### config.mk
export PLATFORM = sky130hd
export DESIGN_NAME = systolic_load_ctrl
export DESIGN_NICKNAME = d
export VERILOG_FILES = /design/src/rtl/systolic_load_ctrl.sv
export SDC_FILE = /design/constraint.sdc
export NUM_CORES = 1
export LEC_CHECK = 0
export ABC_AREA = 0
export CAP_MARGIN = 20
export CELL_PAD_IN_SITES_DETAIL_PLACEMENT = 2
export CELL_PAD_IN_SITES_GLOBAL_PLACEMENT = 2
export CORE_MARGIN = 3
export CORE_UTILIZATION = 10
export CTS_BUF_LIST = sky130_fd_sc_hd__clkbuf_4
export CTS_CLUSTER_DIAMETER = 60
export CTS_CLUSTER_SIZE = 10
export DETAILED_ROUTE_END_ITERATION = 7
export GPL_ROUTABILITY_DRIVEN = 0
export GPL_TIMING_DRIVEN = 0
export PLACE_DENSITY_LB_ADDON = 0.25
export SLEW_MARGIN = 20
export SYNTH_ARGS = -nofsm -noshare
export SYNTH_HDL_FRONTEND = slang
export SYNTH_SLANG_ARGS = --single-unit
### constraint.sdc
create_clock -name clk -period 2.2 [get_ports clk]
set_input_delay 0.66 -clock clk [delete_from_list [all_inputs] [get_ports clk]]
set_output_delay 0.66 -clock clk [all_outputs]
set_load 0.005 [all_outputs]
### src/rtl/systolic_load_ctrl.sv
// Load/compute sequencer for the systolic array A-operand staging memory.
// Accepts DIM rows, writes them by index, then drives shift enable to feed and drain.
module systolic_load_ctrl #(
    parameter int BITS_AB = 8,
    parameter int DIM     = 8
) (
    input  logic                     clk,
    input  logic                     rst,
    input  logic                     start,
    input  logic                     abort,
    input  logic                     in_valid,
    input  logic [BITS_AB*DIM-1:0]   in_data,
    output logic                     in_ready,
    output logic                     a_wren,
    output logic [$clog2(DIM)-1:0]   a_row,
    output logic [BITS_AB*DIM-1:0]   a_din,
    output logic                     mem_en,
    output logic                     feeding,
    output logic                     busy,
    output logic                     done
);

    localparam int CW = $clog2(2*DIM);
    localparam int RW = $clog2(DIM);

    localparam logic [CW-1:0] ROW_LAST    = CW'(DIM - 1);
    localparam logic [CW-1:0] STREAM_LAST = CW'(2*DIM - 2);
    localparam logic [CW-1:0] DRAIN_LAST  = CW'(DIM - 2);

    typedef enum logic [2:0] {
        IDLE,
        LOAD,
        STREAM,
        DRAIN,
        DONE
    } state_t;

    state_t          state;
    state_t          nxt;
    logic [CW-1:0]   row_cnt;
    logic [CW-1:0]   cyc_cnt;
    logic            accept;

    // Abort and reset both suppress the write in the cycle they are seen.
    assign accept = in_ready & in_valid & ~abort & ~rst;
    assign a_wren = accept;
    assign a_row  = row_cnt[RW-1:0];
    assign a_din  = accept ? in_data : '0;

    always_comb begin
        nxt = state;
        case (state)
            IDLE:    if (start && !abort) nxt = LOAD;
            LOAD: begin
                if (abort)
                    nxt = IDLE;
                else if (accept && row_cnt == ROW_LAST)
                    nxt = STREAM;
            end
            STREAM: begin
                if (abort)
                    nxt = IDLE;
                else if (cyc_cnt == STREAM_LAST)
                    nxt = DRAIN;
            end
            DRAIN: begin
                if (abort)
                    nxt = IDLE;
                else if (cyc_cnt == DRAIN_LAST)
                    nxt = DONE;
            end
            DONE:    nxt = IDLE;
            default: nxt = IDLE;
        endcase
    end

    // Outputs are registered from the next state so they line up with state.
    always_ff @(posedge clk) begin
        if (rst) begin
            state    <= IDLE;
            row_cnt  <= '0;
            cyc_cnt  <= '0;
            in_ready <= 1'b0;
            mem_en   <= 1'b0;
            feeding  <= 1'b0;
            busy     <= 1'b0;
            done     <= 1'b0;
        end else begin
            state <= nxt;

            if (nxt != LOAD)
                row_cnt <= '0;
            else if (accept)
                row_cnt <= row_cnt + 1'b1;

            if (nxt != state)
                cyc_cnt <= '0;
            else if (state == STREAM || state == DRAIN)
                cyc_cnt <= cyc_cnt + 1'b1;
            else
                cyc_cnt <= '0;

            in_ready <= (nxt == LOAD);
            mem_en   <= (nxt == STREAM) || (nxt == DRAIN);
            feeding  <= (nxt == STREAM);
            busy     <= (nxt != IDLE);
            done     <= (nxt == DONE);
        end
    end

endmodule

==> results of run 1 <==
[flip-flops by register name (all words and copies together) (netlist names)]
name / cells
state: 3
mem_en: 1
in_ready: 1
feeding: 1
row_cnt: 4
cyc_cnt: 4
busy: 1
done: 1
[cell usage in the layout, fill, tap and decap left out, types with 2 or more instances in the layout]
cell             count
buf_2               11
clkdlybuf4s15_2      8
nand2_1              3
nand3_1              4
xnor2_1              2
nor3_1               8
and2_4              47
buf_12               3
nor2b_1              3
buf_8                9
clkbuf_8             2
clkbuf_4             3
xor2_1               3
buf_4               11
and2_1              17
dfxtp_1             16
ha_1                 3
clkdlybuf4s50_1     73
inv_1                2
buf_6               55
nor2_1              11
[final cells by class]
type / instances / share of cell area
buffer: 11 / 0.04188
clock buffer: 3 / 0.006979
clock inverter: 1 / 0.001163
inverter: 3 / 0.003490
multi-input combinational: 114 / 0.2672
sequential: 16 / 0.09926
tap: 140 / 0.05428
timing repair buffer: 163 / 0.5258
[stage by stage]
step	utilization	worst slack (ns)
final	0.2951	-0.1859
after global routing	0.2951	-0.2329
after CTS	0.2847	-0.2162
after detailed placement	0.2487	-1.294
after global placement	0.2487	-1.269
after floorplan	-	-0.02179
[timing repair]
action	4_1_cts	5_1_grt
setup buffers	15	3
gates resized for setup	371	40
setup endpoints to repair	65	65
pin swaps	42	7
gates cloned	6	0
[kinds of logic (layout without fill, tap and decap cells)]
logic type / after synthesis / in the layout / share of synthesized area
compound gates: 6 / 6 / 0.05630
xor+xnor: 5 / 5 / 0.03864
fa+ha+maj: 3 / 3 / 0.03312
buf+inv: 15 / 181 / 0.06402
flops: 16 / 16 / 0.2826
mux: 1 / 1 / 0.008830
simple gates: 99 / 99 / 0.5166
[worst paths after layout]
kind	slack, ns	start	endpoint	depth (start not counted)
worst max-delay path	-0.19	rst	a_din[42]	7
worst min register to register	0.47	cyc_cnt[0]	cyc_cnt[0]	1
worst max register to register	0.63	cyc_cnt[0]	row_cnt[2]	6
worst min-delay path	0.47	cyc_cnt[0]	cyc_cnt[0]	1
[power groups by stage]
stage	combinational [mW]	sequential, mW	clock [mW]
5_1_grt	0.206	0.295	0.200
2_1_floorplan	0.0265	0.301	0
6_report	0.193	0.294	0.172
3_3_place_gp	0.166	0.301	0
4_1_cts	0.189	0.294	0.178
3_5_place_dp	0.169	0.301	0
[layer usage]
metal,vias up,global-route usage,wire [microns]
li1,791,-,-
met1,777,0.1020,2288
met2,76,0.1685,3315
met3,4,0.03181,527
met4,0,0.01683,36
met5,-,0,0
==> results.md, run 1 <==
* Status: finished with violations
* Failing checks: negative setup slack
* FMAX at 419.1 MHz
* Total GRT Usage at 0.09135
* Hold buffers post-CTS at 0
* Post-route cell area at 3227 sq um
* Core Area at ~11000 sq um
* Ys async rst share at 0
* Final Hold Vio Count at 0
* Grt total ovfl at 0
* Post-DRT Antenna Nets at 0
* CP bufs+invs at 5
* RSZ-0062 raised after global routing: true
* Warnings, synthesis at 0
* WS Path Type: primary input to primary output
* H-Tree Depth at 1
* Clk pwr share at 0.261
* Post-synth top area share at 0.3532
* Root Buffer: clkbuf_4
* Max Fanout on Critical Path at 5
* Finished Layout Cells at 451
* Ant diodes at 0
* Share of layout cells above drive strength 1 at 0.4952
* Delay-heaviest family, CP: buffers and inverters
* Cell with the most instances after synthesis: and2_1
* Clock buffer depth at 2
* CTS Buf Count at 3
* TritonCTS clock tree: yes
* Synth area leaders: and2_1, dfxtp_1, nor2_1
* Synth Register Bits at 16
* Clk slew on worst S/H paths at 0.11 ns
* DRT iter0 DRCs at 20
* Netlist cell types at 28
* Setup-failing EPs final at 64
* Max_cap viols at 0
* DRT Pass-1 Iters at 4
* Clock skew at a little under 0.008 ns
* Worst setup SP type: primary input
* Area delta synth->final at 184.7%
* Internal at 0.5066 mW
* Chip height at 112.5 microns
* Crit path cell chain: buf_8, and4bb_4, buf_12, buf_12, buf_8, and2_4, buf_6
* Logic gate share of total power at 0.292
* Mapped Cells at between 100 and 150
* Starting density of the core at 0.1037
* CTS Sinks at 16
* Placed Area at 2720 sq um
* Synthesized area at roughly 1100 sq um
* Main synth FF type: dfxtp_1
* Slew at the pin closest to its max-slew limit at about 0.43 ns
* FF+latch area at 320.3 sq um
* Leak at about 1.4 nW
* Post-synth EDFFs at 0
* I/O pin count at 142
* Final worst path period share at 1.084
* Headroom to the max-slew limit at 0.7091
* Port Buffers at 141
* Tmin final at 2.386 ns
* Sw frac at 0.2315
* Required @ worst endpoint at approximately 1.5 ns
* Wirelength, routed at 6167 microns
* Routed wire per std cell at 13.67 microns
* Die area at roughly 13000 sq um
* Row cnt at 38
* Sw power at about 0.15 mW
* Post-synthesis sequential area ratio at 0.2826
* Biggest area consumer among synthesized cells: and2_1
* Critical Path AT at between 1.5 and 2 ns
* Crit end category: primary output
* WHS at around 0.47 ns
* Area of the multi-input gates at 862.1 sq um
* Via density at 3.654
* Number of global-route vias before repair at 1803
* Nets at 384
* CP max-delay cell: and4bb_4
* Worst-Skew Late Latency at 0.30 ns
* Total power at 0.6592 mW
* Post-synth top cells: and2_1, dfxtp_1, nor2_1
* Vias at 1648
* Reg power frac at 0.446
* Largest net degree at the start of global routing at 10
* Peak supply drop at between 0.0001 and 0.00015 V
* HPWL Detailed at around 4700 microns
* Filler cells at around 1200
* Residual DRC count at 0
* Initial antenna violation count at 0
* Setup TNS at -8.643 ns
* Post-Syn Nets at approximately 220
* CP max stage delay at 0.38 ns
* Placed Cells at 426
* First-pass GRT wire length at slightly above 9000 microns
* Die Width at 112.5 microns
* Power Dens Cells at 204.3 nW/um^2
* Syn avg cell area at 7.818 sq um
* Final WS setup at -0.1859 ns
* Final Max Tran Viols at 0
* Min-delay worst type: register to register
Power figures use the tool's default switching activity.
==> run 2: changes to the inputs <==
--- a/config.mk
+++ b/config.mk
@@ -18,6 +18,7 @@
 export GPL_ROUTABILITY_DRIVEN = 0
 export GPL_TIMING_DRIVEN = 0
 export PLACE_DENSITY_LB_ADDON = 0.25
+export SETUP_SLACK_MARGIN = 0.02
 export SLEW_MARGIN = 20
 export SYNTH_ARGS = -nofsm -noshare
 export SYNTH_HDL_FRONTEND = slang
==> results.md, run 2 (same netlist as run 1, synthesis figures left out) <==
* Worst R2R Start: cyc_cnt[0] (unchanged)
* HPWL Detailed at 4720 microns (unchanged)
* Post-route cell area at 3174 sq um (was 3227 sq um)
* I/O pin count at 142 (unchanged)
* Final Hold Vio Count at 0 (unchanged)
* Vias at 1646 (was 1648)
* Core Area at 10940 sq um (unchanged)
* H-Tree Depth at 1 (unchanged)
* Failing checks: negative setup slack (unchanged)
* Clk slew on worst S/H paths at 0.11 ns (about the same)
* Leak at 1.384 nW (was 1.392 nW)
* Power Dens Cells at 207.0 nW/um^2 (was 204.3 nW/um^2)
* Crit path cell chain: buf_6, and4bb_1, buf_6, buf_12, buf_4, buf_16, and2_1, buf_2 (was buf_8, and4bb_4, buf_12, buf_12, buf_8, and2_4, buf_6)
* Starting density of the core at 0.1037 (unchanged)
* Worst-Skew Late Latency at 0.30 ns (about the same)
* Finished Layout Cells at 451 (unchanged)
* Setup-failing EPs final at 64 (unchanged)
* DRT iter0 DRCs at 26 (was 20)
* WS Path Type: primary input to primary output (unchanged)
* Filler cells at 1232 (was 1223)
* FMAX at 417.6 MHz (was 419.1 MHz)
* Tmin final at 2.394 ns (was 2.386 ns)
* RSZ-0062 raised after global routing: true (unchanged)
* Area of the multi-input gates at 845.8 sq um (was 862.1 sq um)
* DRT Pass-1 Iters at 4 (unchanged)
* Most used cell, CP: buf_6
* Clock buffer depth at 2 (unchanged)
* Min-delay worst type: register to register (unchanged)
* Required @ worst endpoint at 1.54 ns (about the same)
* Largest net degree at the start of global routing at 10 (unchanged)
* Headroom to the max-slew limit at 0.7091 (unchanged)
* Grt total ovfl at 0 (unchanged)
* Reg2reg setup slack at 0.63 ns (about the same)
* Die Width at 112.5 microns (unchanged)
* Reg2Reg Depth at 6 (unchanged)
* Slew at the pin closest to its max-slew limit at 0.4345 ns (unchanged)
* Biggest regs: cyc_cnt: 4 flops, row_cnt: 4 flops, state: 3 flops (unchanged)
* Final Max Tran Viols at 0 (unchanged)
* Delay-heaviest family, CP: buffers and inverters (unchanged)
* Routed wire per std cell at 13.61 microns (was 13.67 microns)
* Port Buffers at 141 (unchanged)
* Total GRT Usage at 0.09123 (was 0.09135)
* Share of layout cells above drive strength 1 at 0.4759 (was 0.4952)
* Commonest cells after routing, fill and taps aside: clkdlybuf4s50_1, buf_6, and2_4, and2_1 (was clkdlybuf4s50_1, buf_6, and2_4, and2_1, dfxtp_1)
* CP max stage delay at 0.20 ns (was 0.38 ns)
* CTS Buf Count at 3 (unchanged)
* Wirelength, routed at 6136 microns (was 6167 microns)
* Pre-CTS WS at -1.294 ns (unchanged)
* TritonCTS clock tree: yes (unchanged)
* Worst setup SP type: primary input (unchanged)
* Clock skew at 0.007218 ns (was 0.007807 ns)
* Peak supply drop at 0.0001278 V (about the same)
* Most common cell after layout, fill and taps aside: clkdlybuf4s50_1 (unchanged)
* First-pass GRT wire length at 9301 microns (was 9315 microns)
* Initial antenna violation count at 0 (unchanged)
* Hold Path Cell Cnt at 1 (unchanged)
* Die area at 12650 sq um (unchanged)
* Max_cap viols at 0 (unchanged)
* Nets at 384 (unchanged)
* FF+latch area at 320.3 sq um (unchanged)
* Max Fanout on Critical Path at 5 (unchanged)
* CP max-delay cell: and4bb_1 (was and4bb_4)
* Placed Cells at 426 (unchanged)
* Hold Path End: cyc_cnt[0] (unchanged)
* Placed Area at 2720 sq um (unchanged)
* WHS at 0.4735 ns (unchanged)
* Worst r2r dst: row_cnt[2] (unchanged)
* Final WS setup at -0.1945 ns (was -0.1859 ns)
* Root Buffer: clkbuf_4 (unchanged)
* Row cnt at 38 (unchanged)
* Area delta synth->final at 180.0% (was 184.7%)
* CP bufs+invs at 6 (was 5)
* Ant diodes at 0 (unchanged)
* Hold buffers post-CTS at 0 (unchanged)
* Residual DRC count at 0 (unchanged)
* Hold path startpoint: cyc_cnt[0] (unchanged)
* Chip height at 112.5 microns (unchanged)
* Number of global-route vias before repair at 1797 (was 1803)
* Status: finished with violations (unchanged)
* Critical Path AT at 1.73 ns (about the same)
* Via density at 3.650 (was 3.654)
* Crit end category: primary output (unchanged)
* CTS Sinks at 16 (unchanged)
* Final worst path period share at 1.088 (was 1.084)
* Post-DRT Antenna Nets at 0 (unchanged)
==> run 2: cell count changes in the layout (fill, tap and decap cells not counted), sizes merged <==
| cell | previous run | this run |
|---|---|---|
| clkbuf | 6 | 7 |
| buf | 90 | 89 |
==> run 2: timing repair <==
action | CTS | global route
setup buffers | 14 | 1
setup endpoints to repair | 65 | 65
pin swaps | 44 | 3
gates cloned | 6 | 0
gates resized for setup | 369 | 25
==> run 2: layout make-up <==
class                           count  area share
Buffer                             12     0.04572
Sequential cell                    16      0.1009
Timing Repair Buffer              162      0.5199
Tap cell                          140     0.05518
Inverter                            3    0.003548
Clock inverter                      1    0.001183
Clock buffer                        3    0.007095
Multi-Input combinational cell    114      0.2665
==> run 2: metrics by stage <==
step / power [mW] / TNS, ns / utilization
finish: 0.6572 / -8.592 / 0.2903
global route: 0.6985 / -12.12 / 0.2903
CTS: 0.6609 / -10.46 / 0.2832
detailed placement: 0.4703 / -73.90 / 0.2487
global placement: 0.4667 / -72.59 / 0.2487
floorplan: 0.3271 / -0.4358 / -
==> run 2: worst reg2reg max path: stages, from the launching register on <==
cell,delay (ns)
dfxtp_1,0.35
inv_1,0.06
ha_1,0.16
nand2_1,0.09
or3_4,0.36
a32oi_4,0.33
nor3_1,0.10
==> run 2: per-layer routing <==
layer / wire (microns) / GRT usage / vias up / part of all wire
met5: 0 / 0 / - / 0
met4: 36 / 0.01683 / 0 / 0.0059
met3: 531 / 0.03181 / 4 / 0.087
met2: 3289 / 0.1681 / 76 / 0.54
met1: 2279 / 0.1020 / 775 / 0.37
li1: - / - / 791 / -
==> run 2: power breakdown <==
group	switching (mW)	internal, mW
logic	0.0437	0.147
registers	0.00193	0.292
clock network	0.107	0.0660
total	0.152	0.505
==> run 2: how the worst max path moves through the flow <==
stage | start | end | slack, ns | cells after the start
floorplan | rst | a_din[34] | -0.02 | 5
global placement | abort | a_din[45] | -1.27 | 7
detailed placement | abort | a_din[45] | -1.29 | 7
CTS | abort | a_din[34] | -0.22 | 8
global route | rst | a_din[42] | -0.24 | 8
finish | in_valid | a_din[1] | -0.19 | 8
==> run 3: changes to the inputs <==
--- a/config.mk
+++ b/config.mk
@@ -9,7 +9,6 @@
 export CAP_MARGIN = 20
 export CELL_PAD_IN_SITES_DETAIL_PLACEMENT = 2
 export CELL_PAD_IN_SITES_GLOBAL_PLACEMENT = 2
-export CORE_MARGIN = 3
 export CORE_UTILIZATION = 10
 export CTS_BUF_LIST = sky130_fd_sc_hd__clkbuf_4
 export CTS_CLUSTER_DIAMETER = 60
==> results.md, run 3 (same netlist as run 1, synthesis figures left out) <==
* Die Width at 108.5 microns (was 112.5 microns)
* Clk pwr share at 0.245 (was 0.263)
* Port Buffers at 141 (unchanged)
* WHS at 0.4684 ns (was 0.4735 ns)
* Clock buffer depth at 2 (unchanged)
* Post-DRT Antenna Nets at 0 (unchanged)
* Final WS setup at -0.2167 ns (was -0.1945 ns)
* Ant diodes at 0 (unchanged)
* Crit path cell chain: buf_6, and4bb_1, buf_6, buf_8, buf_8, buf_6, and2_4, buf_6 (was buf_6, and4bb_1, buf_6, buf_12, buf_4, buf_16, and2_1, buf_2)
* Grt total ovfl at 0 (unchanged)
* Slew at the pin closest to its max-slew limit at 0.4599 ns (was 0.4345 ns)
* Commonest cells after routing, fill and taps aside: buf_6, clkdlybuf4s50_1, and2_4, dfxtp_1 (was clkdlybuf4s50_1, buf_6, and2_4, and2_1)
* H-Tree Depth at 1 (unchanged)
* Peak supply drop at 0.0001316 V (was 0.0001278 V)
* Nets at 390 (was 384)
* Share of layout cells above drive strength 1 at 0.5411 (was 0.4759)
* Final Hold Vio Count at 0 (unchanged)
* Logic gate share of total power at 0.307 (was 0.290)
* Wirelength, routed at 6127 microns (was 6136 microns)
* Tmin final at 2.417 ns (was 2.394 ns)
* Finished Layout Cells at 456 (was 451)
* Starting density of the core at 0.1037 (unchanged)
* Area delta synth->final at 191.9% (was 180.0%)
* Required @ worst endpoint at 1.54 ns (about the same)
* CTS Buf Count at 3 (unchanged)
* Worst-Skew Late Latency at 0.29 ns (was 0.30 ns)
* Headroom to the max-slew limit at 0.6902 (was 0.7091)
* Largest net degree at the start of global routing at 9 (was 10)
* Most common cell after layout, fill and taps aside: buf_6 (was clkdlybuf4s50_1)
* WS Path Type: primary input to primary output (unchanged)
* Clock skew at 0.008007 ns (was 0.007218 ns)
* RSZ-0062 raised after global routing: true (unchanged)
* DRT iter0 DRCs at 36 (was 26)
* Die area at 11770 sq um (was 12650 sq um)
* Chip height at 108.5 microns (was 112.5 microns)
* Via density at 3.704 (was 3.650)
* Final Max Tran Viols at 0 (unchanged)
* Setup-failing EPs final at 64 (unchanged)
* Sw frac at 0.2270 (was 0.2316)
* Failing checks: negative setup slack (unchanged)
* Crit end category: primary output (unchanged)
* Row cnt at 38 (unchanged)
* Sw power at 0.1492 mW (was 0.1522 mW)
* Min-delay worst type: register to register (unchanged)
* First-pass GRT wire length at 9004 microns (was 9301 microns)
* Setup TNS at -7.974 ns (was -8.592 ns)
* CP max-delay cell: and4bb_1 (unchanged)
* Status: finished with violations (unchanged)
* Filler cells at 1256 (was 1232)
* Max_cap viols at 0 (unchanged)
* HPWL Detailed at 4470 microns (was 4720 microns)
* Critical Path AT at 1.76 ns (was 1.73 ns)
* DRT Pass-1 Iters at 4 (unchanged)
* CP bufs+invs at 6 (unchanged)
* Post-route cell area at 3309 sq um (was 3174 sq um)
* I/O pin count at 142 (unchanged)
* Placed Cells at 426 (unchanged)
* Residual DRC count at 0 (unchanged)
* CTS Sinks at 16 (unchanged)
* CP max stage delay at 0.31 ns (was 0.20 ns)
* Placed Area at 2720 sq um (unchanged)
* Reg power frac at 0.448 (about the same)
* Power Dens Cells at 198.6 nW/um^2 (was 207.0 nW/um^2)
* Internal at 0.5081 mW (was 0.5049 mW)
* Vias at 1689 (was 1646)
* Final worst path period share at 1.098 (was 1.088)
* TritonCTS clock tree: yes (unchanged)
* Total GRT Usage at 0.09772 (was 0.09123)
* Routed wire per std cell at 13.44 microns (was 13.61 microns)
* Max Fanout on Critical Path at 6 (was 5)
* Initial antenna violation count at 0 (unchanged)
* Biggest regs: cyc_cnt: 4 flops, row_cnt: 4 flops, state: 3 flops (unchanged)
* Leak at 1.456 nW (was 1.384 nW)
* Most used cell, CP: buf_6 (unchanged)
* Clk slew on worst S/H paths at 0.09 ns (was 0.11 ns)
* Number of global-route vias before repair at 1806 (was 1797)
* Core Area at 10940 sq um (unchanged)
* Worst setup SP type: primary input (unchanged)
* Delay-heaviest family, CP: buffers and inverters (unchanged)
* Root Buffer: clkbuf_4 (unchanged)
* FMAX at 413.8 MHz (was 417.6 MHz)
## run 3: cell type report
type | instances | area (sq um) | share of cell area
Timing Repair Buffer | 168 | 1749 | 0.5285
Tap cell | 140 | 175.2 | 0.05293
Clock buffer | 3 | 22.52 | 0.006805
Buffer | 12 | 142.6 | 0.04310
Multi-Input combinational cell | 114 | 888.4 | 0.2684
Sequential cell | 16 | 320.3 | 0.09679
Inverter | 3 | 11.26 | 0.003403
## run 3: path summary, 6_finish.rpt
kind	start	end	slack, ns	depth (start not counted)
worst max-delay path	rst	a_din[48]	-0.22	8
worst min-delay path	cyc_cnt[0]	cyc_cnt[0]	0.47	1
worst max register to register	in_ready	row_cnt[2]	0.53	8
worst min register to register	cyc_cnt[0]	cyc_cnt[0]	0.47	1
## run 3: metrics by stage
step                setup WS, ns  total power [mW]    util
floorplan               -0.02179            0.3271       -
global placement          -1.268            0.4668  0.2487
detailed placement        -1.306            0.4715  0.2487
CTS                      -0.2311            0.6607  0.2887
global route             -0.2719            0.6939  0.3026
finish                   -0.2167            0.6574  0.3026
## run 3: per-layer routing
| layer | up-vias | part of all wire | GRT usage |
|---|---|---|---|
| met5 | - | 0 | 0 |
| met4 | 0 | 0.0062 | 0.02317 |
| met3 | 4 | 0.11 | 0.03496 |
| met2 | 86 | 0.54 | 0.1822 |
| met1 | 796 | 0.34 | 0.1036 |
| li1 | 803 | - | - |
## run 3: power by group through the flow
stage	Sequential (mW)	Combinational (mW)	Clock, mW
final	0.295	0.202	0.161
after global routing	0.295	0.216	0.183
after CTS	0.294	0.195	0.172
after detailed placement	0.301	0.170	0
after global placement	0.301	0.166	0
after floorplan	0.301	0.0265	0
## run 3: repair_timing
action	4_1_cts	5_1_grt
resized for setup	392	59
hold buffers	0	0
buffers inserted	24	4
gates cloned	6	0
setup endpoints to repair	65	65
pin swaps	41	24
